**config.mk**
```make
export PLATFORM = sky130hd
export DESIGN_NAME = result_hold_display
export DESIGN_NICKNAME = d
export VERILOG_FILES = /design/src/rtl/result_hold_display.sv
export SDC_FILE = /design/constraint.sdc
export NUM_CORES = 1
export LEC_CHECK = 0
export ABC_AREA = 1
export CAP_MARGIN = 0
export CORE_MARGIN = 2
export CORE_UTILIZATION = 57
export DETAILED_ROUTE_END_ITERATION = 8
export PLACE_DENSITY = 0.78
export SLEW_MARGIN = 20
export SYNTH_ARGS = -nofsm -noshare
export SYNTH_HDL_FRONTEND = slang
export SYNTH_SLANG_ARGS = --single-unit
```
**constraint.sdc**
```tcl
create_clock -name clk -period 2.7 [get_ports clk]
set_clock_uncertainty 0.05 [all_clocks]
set_input_delay 0.27 -clock clk [delete_from_list [all_inputs] [get_ports clk]]
set_output_delay 0.27 -clock clk [all_outputs]
set_load 0.02 [all_outputs]
```
**src/rtl/result_hold_display.sv**
```systemverilog
// Result hold and display stage. A result is captured on done_tick and kept locked for at
// least HOLD_CYCLES cycles. It is shown on a 4-digit multiplexed seven-segment display.
// The ready output tells the engine when a new result will be accepted.
// Optional feature macro: LEADING_ZERO_BLANK_EN blanks leading zero digits of a shown result.
module result_hold_display #(
  parameter int unsigned HOLD_CYCLES = 12_500_000,
  parameter int unsigned SCAN_W      = 18
) (
  input  logic        clk,
  input  logic        reset,
  input  logic        done_tick,
  input  logic [15:0] result,
  output logic        ready,
  output logic        hold_tick,
  output logic        overrun,
  output logic [3:0]  an,
  output logic [7:0]  sseg
);

  localparam int unsigned HoldW = $clog2(HOLD_CYCLES);

  typedef enum logic [1:0] {StIdle, StHold, StShow} state_e;

  state_e             state_q, state_d;
  logic [HoldW-1:0]   hold_q, hold_d;
  logic [15:0]        value_q, value_d;
  logic [SCAN_W-1:0]  cnt_q, cnt_d;
  logic               ready_q, ready_d;
  logic               hold_tick_q, hold_tick_d;
  logic               overrun_q, overrun_d;
  logic [3:0]         an_q, an_d;
  logic [7:0]         sseg_q, sseg_d;
  logic [1:0]         digit;
  logic [3:0]         nibble;

  // Active-low {dp,g,f,e,d,c,b,a}; dp stays off.
  function automatic logic [7:0] hex7(input logic [3:0] h);
    logic [7:0] s;
    case (h)
      4'h0: s = 8'hC0;
      4'h1: s = 8'hF9;
      4'h2: s = 8'hA4;
      4'h3: s = 8'hB0;
      4'h4: s = 8'h99;
      4'h5: s = 8'h92;
      4'h6: s = 8'h82;
      4'h7: s = 8'hF8;
      4'h8: s = 8'h80;
      4'h9: s = 8'h90;
      4'hA: s = 8'h88;
      4'hB: s = 8'h83;
      4'hC: s = 8'hC6;
      4'hD: s = 8'hA1;
      4'hE: s = 8'h86;
      default: s = 8'h8E;
    endcase
    return s;
  endfunction

  // Capture / hold / show sequencing and the status flags.
  always_comb begin
    state_d     = state_q;
    hold_d      = hold_q;
    value_d     = value_q;
    overrun_d   = overrun_q;
    hold_tick_d = 1'b0;
    case (state_q)
      StIdle, StShow: begin
        if (done_tick) begin
          value_d = result;
          hold_d  = HoldW'(HOLD_CYCLES - 1);
          state_d = StHold;
        end
      end
      StHold: begin
        // A result arriving while locked is dropped, even on the expiry cycle.
        if (done_tick) overrun_d = 1'b1;
        if (hold_q == '0) begin
          state_d     = StShow;
          hold_tick_d = 1'b1;
        end else begin
          hold_d = hold_q - HoldW'(1);
        end
      end
      default: state_d = StIdle;
    endcase
    ready_d = (state_d != StHold);
  end

`ifdef LEADING_ZERO_BLANK_EN
  logic lead_zero;
`endif

  // Display drive is computed from next-state values so it lines up with the registered status.
  always_comb begin
    cnt_d  = cnt_q + SCAN_W'(1);
    digit  = cnt_d[SCAN_W-1 -: 2];
    nibble = value_d[{digit, 2'b00} +: 4];
    an_d   = ~(4'b0001 << digit);
    sseg_d = (state_d == StIdle) ? 8'hBF : hex7(nibble);
`ifdef LEADING_ZERO_BLANK_EN
    case (digit)
      2'd1:    lead_zero = (value_d[15:4] == 12'h000);
      2'd2:    lead_zero = (value_d[15:8] == 8'h00);
      2'd3:    lead_zero = (value_d[15:12] == 4'h0);
      default: lead_zero = 1'b0;
    endcase
    if (state_d != StIdle && lead_zero) begin
      an_d   = 4'hF;
      sseg_d = 8'hFF;
    end
`endif
  end

  // State and output registers with synchronous reset.
  always_ff @(posedge clk) begin
    if (reset) begin
      state_q     <= StIdle;
      hold_q      <= '0;
      value_q     <= '0;
      cnt_q       <= '0;
      ready_q     <= 1'b1;
      hold_tick_q <= 1'b0;
      overrun_q   <= 1'b0;
      an_q        <= 4'b1110;
      sseg_q      <= 8'hBF;
    end else begin
      state_q     <= state_d;
      hold_q      <= hold_d;
      value_q     <= value_d;
      cnt_q       <= cnt_d;
      ready_q     <= ready_d;
      hold_tick_q <= hold_tick_d;
      overrun_q   <= overrun_d;
      an_q        <= an_d;
      sseg_q      <= sseg_d;
    end
  end

  assign ready     = ready_q;
  assign hold_tick = hold_tick_q;
  assign overrun   = overrun_q;
  assign an        = an_q;
  assign sseg      = sseg_q;

endmodule

```
# ---- Word level (Yosys, flattened, before mapping)
# Memory sizes are Yosys's and may differ from the RTL's. A register that Yosys moved wholly into a read port is not among the register bits.
# Index checks and enable logic that the tools add are counted.
dict set report op_classes {
  n_addsub 2
  n_eq_ne 5
  shift 2
  n_mux 9
  bitwise 2
  n_reduce_logical 9
}
# operator count
set ops {}
lappend ops {{$mux W24} 2}
lappend ops {{$pmux W24 S2} 1}
lappend ops {{$mux W16} 2}
lappend ops {{$logic_not A24 Y1} 1}
lappend ops {{$sub A24 B1 Y24 const B} 1}
lappend ops {{$add A18 B1 Y18 const B} 1}
lappend ops {{$shiftx A16 B5 Y4} 1}
lappend ops {{$reduce_or A2 Y1} 3}
lappend ops {{$logic_not A2 Y1} 2}
lappend ops {{$mux W2} 2}
lappend ops {{$ne A2 B2 Y1 const B} 2}
lappend ops {{$not A4 Y4} 1}
lappend ops {{$pmux W2 S2} 1}
lappend ops {{$shl A1 B2 Y4 const A} 1}
lappend ops {{$reduce_and A3 Y1} 1}
lappend ops {{$eq A2 B1 Y1 const B} 1}
lappend ops {{$eq A2 B2 Y1 const B} 1}
lappend ops {{$ne A2 B1 Y1 const B} 1}
lappend ops {{$reduce_and A2 Y1} 1}
lappend ops {{$reduce_bool A2 Y1} 1}
lappend ops {{$mux W1} 1}
lappend ops {{$not A1 Y1} 1}
dict set report totals {
  regBits 75
  romBits 112
  mem_count 1
}
# name words width rd rd_ports_with_merged_regs write_ports line
set memory_table {}
lappend memory_table {{(no name shown)} 16 7 1 1 0 39} ;# case (h)

# ---- Depth between registers and ports, before layout
# Gate-level depths: netlist (run 1).
dict set report logic_depth {
  depth_word 5
  ltp_mapped 17
}

# ---- Least setup slack after synthesis (run 1)
# No wires, ideal clock.
dict set report synth_path {
  path_kind {flip-flop to flip-flop}
  startpoint {register cnt_q[0]}
  endpoint {register sseg_q[1], in the netlist sseg[1]}
  setup_ns 0.117
  arrival_ns 1.997
  t_required_ns 2.533
  path_slack_ns 0.536
  stages_incl_launch_ff 16
  period_less_slack_ns 2.164
  cell_sequence {dfxtp_1 ha_1 nand2_1 nor2_1 nand2_1 o21ai_4 nand2_4 nand2_1 nand3_1 nand2_1 inv_1 ha_1 inv_1 nor2_1 a21oi_1 nand2_1}
}
dict set report synth_between {
  elab_chain_len 2
}
# item line
set synth_rtl {}
lappend synth_rtl {{from (decl)} 27} ;# logic [SCAN_W-1:0] cnt_q, cnt_d;
lappend synth_rtl {{from (signal assigned)} 131} ;# cnt_q <= cnt_d;
lappend synth_rtl {{$add A18 B1 Y18} 96} ;# cnt_d = cnt_q + SCAN_W'(1);
lappend synth_rtl {{$shiftx A16 B5 Y4} 98} ;# nibble = value_d[{digit, 2'b00} +: 4];
lappend synth_rtl {{to (decl)} 32} ;# logic [7:0] sseg_q, sseg_d;
# No other way between the ends.
# A chain may end at the register's enable or synchronous reset.

# ---- Worst setup path after layout (run 1)
dict set report layout_path {
  startpoint {register cnt_q[2]}
  endpoint {register sseg_q[1], in the netlist sseg[1]}
}
# The elaborated chain is that of the path after synthesis.

==> run_results.csv, run 1 <==
group,metric,value,unit
place,dpl.hpwl,6.07,mm
logic_synthesis,yosys_warnings,0,
grt,grt_pass1_wl,14.2,mm
grt,antenna_found_initial,0,
cts,worstSkewPairLatency,0.34,ns
power,power_frac_comb,18.7,%
die,fp.dieH,85.5,µm
logic_synthesis,syn_inst,526,
grt,grt_pass1_vias,3195,
route,avgRoutedWirePerCell,12.8,µm
die,fp.dieArea,0.00730,mm²
power,p_total,0.00272,W
route,drt-pass1-iter-count,5,
power,clkPwrFrac,37.1,%
power,p_int,0.00197,W
die,coreArea,0.00639,mm²
critical_path,critPathMaxFanout,11,
timing,drv_slew,0,
cts,cts_max_path_buffers,2,
timing,max_freq,409,MHz
finish,layout.nets,585,
logic_synthesis,ys_top_cells_by_area,"dfxtp_1 39%, nand2_1 12%, nor2_1 8.8%",
place,gp_congestion,0.914,
logic_synthesis,synth_edf_count,0,
power,peakVddDrop,0.393,mV
cts,h-tree-depth,3,
timing,finalSetupViolations,0,
cts,clockRootBuffer,"clkbuf_8",
timing,finalHoldViolations,0,
power,seqPwrFrac,44.2,%
timing,timing.final.crit_share,90.7,%
logic_synthesis,synth_common_cells,"122 x nand2_1, 89 x nor2_1, 74 x dfxtp_1",
route,vias,3379,
cts,cts_buffers,9,
run,drv_cap,0,
logic_synthesis,synthDistinctLibCells,42,
critical_path,endpoint_kind,"flip-flop",
outcome,status,"finished, final reports clean",
cts,clkTransAtPathRegs,0.07,ns
timing,layout_setup_ws,0.252,ns
critical_path,cp-start-kind,"flip-flop",
grt,grtUsageTotal,24.2,%
logic_synthesis,synth_top_area_share,39.2,%
finish,fill_cells,537,
hold_path,hold_class,"primary input to flip-flop",
route,antenna_left,0,
logic_synthesis,ys_seq_elements,74,
power,leakagePower,1.86,nW
place,io_buffers,32,
finish,drive_gt1_share,10.5,%
place,dp_slack,0.149,ns
critical_path,arrival,2.63,ns
cts,cts_setup_buffers,0,
logic_synthesis,yosysTopAreaCell,"dfxtp_1",
cts,cts_tree,"yes",
grt,grt_overflow,0,
logic_synthesis,synth_flop_cell,"dfxtp_1",
power,swShare,27.7,%
route,via_per_inst,5.27,
cts,cts_resized,0,
logic_synthesis,synth-async-reset-ratio,0,%
die,io_pins,34,
die,dieWidth,85.5,µm
power,p_switching,0.000754,W
logic_synthesis,synth.cell_area,0.00378,mm²
die,floorplan.initialDensity,59.2,%
logic_synthesis,synth_seq_area_share,39.2,%
route,drc,0,
critical_path,crit_required,2.88,ns
logic_synthesis,synth_most_common_cell,"nand2_1",
die,rows,29,
finish,syn_to_final_growth,15.6,%
route,drtIter0Drc,185,
logic_synthesis,syn_avg_cell_area,7.19,µm²
cts,clkSinkCount,74,
finish,final_cells,641,
route,drt_wl_total,8.23,mm
cts,cts_hold_buffers,0,
place,dp_cells,625,
timing,setup_tns,0,ns
power,power_density,623,mW/mm²
finish,diodes,0,
grt,grt_max_degree,32,
timing,rsz0062_at_grt,"no",
critical_path,critical_path_class,"flip-flop to flip-flop",
timing,min_period,2.45,ns
logic_synthesis,synth_fp_nets,552,
per-layer routing:
layer / wire, µm / vias to the layer above / share of wire [%] / GRT usage (%)
met5: 0 / - / 0 / 0
met4: 127 / 0 / 1.5 / 10.5
met3: 271 / 10 / 3.3 / 3.70
met2: 3950 / 60 / 48 / 39.9
met1: 3890 / 1554 / 47 / 31.4
li1: - / 1755 / - / -
power by group through the flow:
stage               logic [W]  clock network, W  registers, W
detailed placement   0.000502                 0       0.00123
floorplan            0.000361                 0       0.00124
global placement     0.000492                 0       0.00123
finish               0.000510           0.00101       0.00121
CTS                  0.000506           0.00103       0.00120
global route         0.000581           0.00107       0.00121
layout by cell type (no fill, tap or decap), types with 9 or more instances in the layout:
cell type	n
a21oi_1	29
clkbuf_8	9
clkdlybuf4s50_1	31
dfxtp_1	73
inv_1	39
mux2i_1	9
nand2_1	122
nand3_1	35
nor2_1	89
o21ai_0	23
xor2_1	9
final timing paths:
| check | start | endpoint | slack, ns | cells past startpoint |
|---|---|---|---|---|
| worst max register to register | cnt_q[2] | sseg[1] | 0.25 | 16 |
| worst min-delay path | reset | cnt_q[0] | 0.31 | 2 |
| worst min register to register | overrun | overrun | 0.41 | 2 |
| worst max-delay path | cnt_q[2] | sseg[1] | 0.25 | 16 |
kinds of logic after synthesis:
family	share of synthesized area, %
flops	39.2
xor+xnor	3.94
compound gates	9.59
simple gates	35.7
mux	2.38
buf+inv	6.78
fa+ha+maj	2.32
other cells	0.0991
worst max-delay path: stages, from the launching register on:
cell	delay (ns)
dfxtp_1	0.40
nand2_1	0.09
nor2_2	0.13
nand2_2	0.08
nor2_4	0.14
nand2_1	0.07
nand2_1	0.07
nand2_2	0.18
inv_2	0.19
nand3_1	0.09
nand2_1	0.14
inv_1	0.10
ha_1	0.29
inv_1	0.08
nor2_1	0.05
a21oi_1	0.13
nand2_1	0.06
state kept, by name, summed over array words and instances, names as in the netlist:
| register | cells |
|---|---|
| hold_q | 24 |
| cnt_q | 18 |
| sseg | 7 |
| value_q | 16 |
| ready | 1 |
| an | 4 |
| state_q | 2 |
| hold_tick | 1 |
| overrun | 1 |
through the flow:
stage	hold WS, ns	instance area (µm²)	utilization [%]
2_1_floorplan	0.364	3780	-
3_3_place_gp	0.389	4140	64.8
3_5_place_dp	0.401	4140	64.8
4_1_cts	0.299	4370	68.5
5_1_grt	0.354	4370	68.5
6_report	0.305	4370	68.5
cell type report:
class | instances | area [µm²] | share of cell area, %
clock inverter | 5 | 103 | 2.35
timing repair buffer | 37 | 353 | 8.07
multi-input combinational | 394 | 2040 | 46.7
clock buffer | 11 | 131 | 3.00
tap | 77 | 96.3 | 2.20
inverter | 43 | 164 | 3.75
sequential | 74 | 1480 | 33.9
Note: power is estimated with default switching activity, not from simulation.
==> inputs of run 2 (changes only) <==
CAP_MARGIN = 25   (was 0)
==> results of run 2 <==
The final DEF is identical to that of run 1; final timing and power are the same.
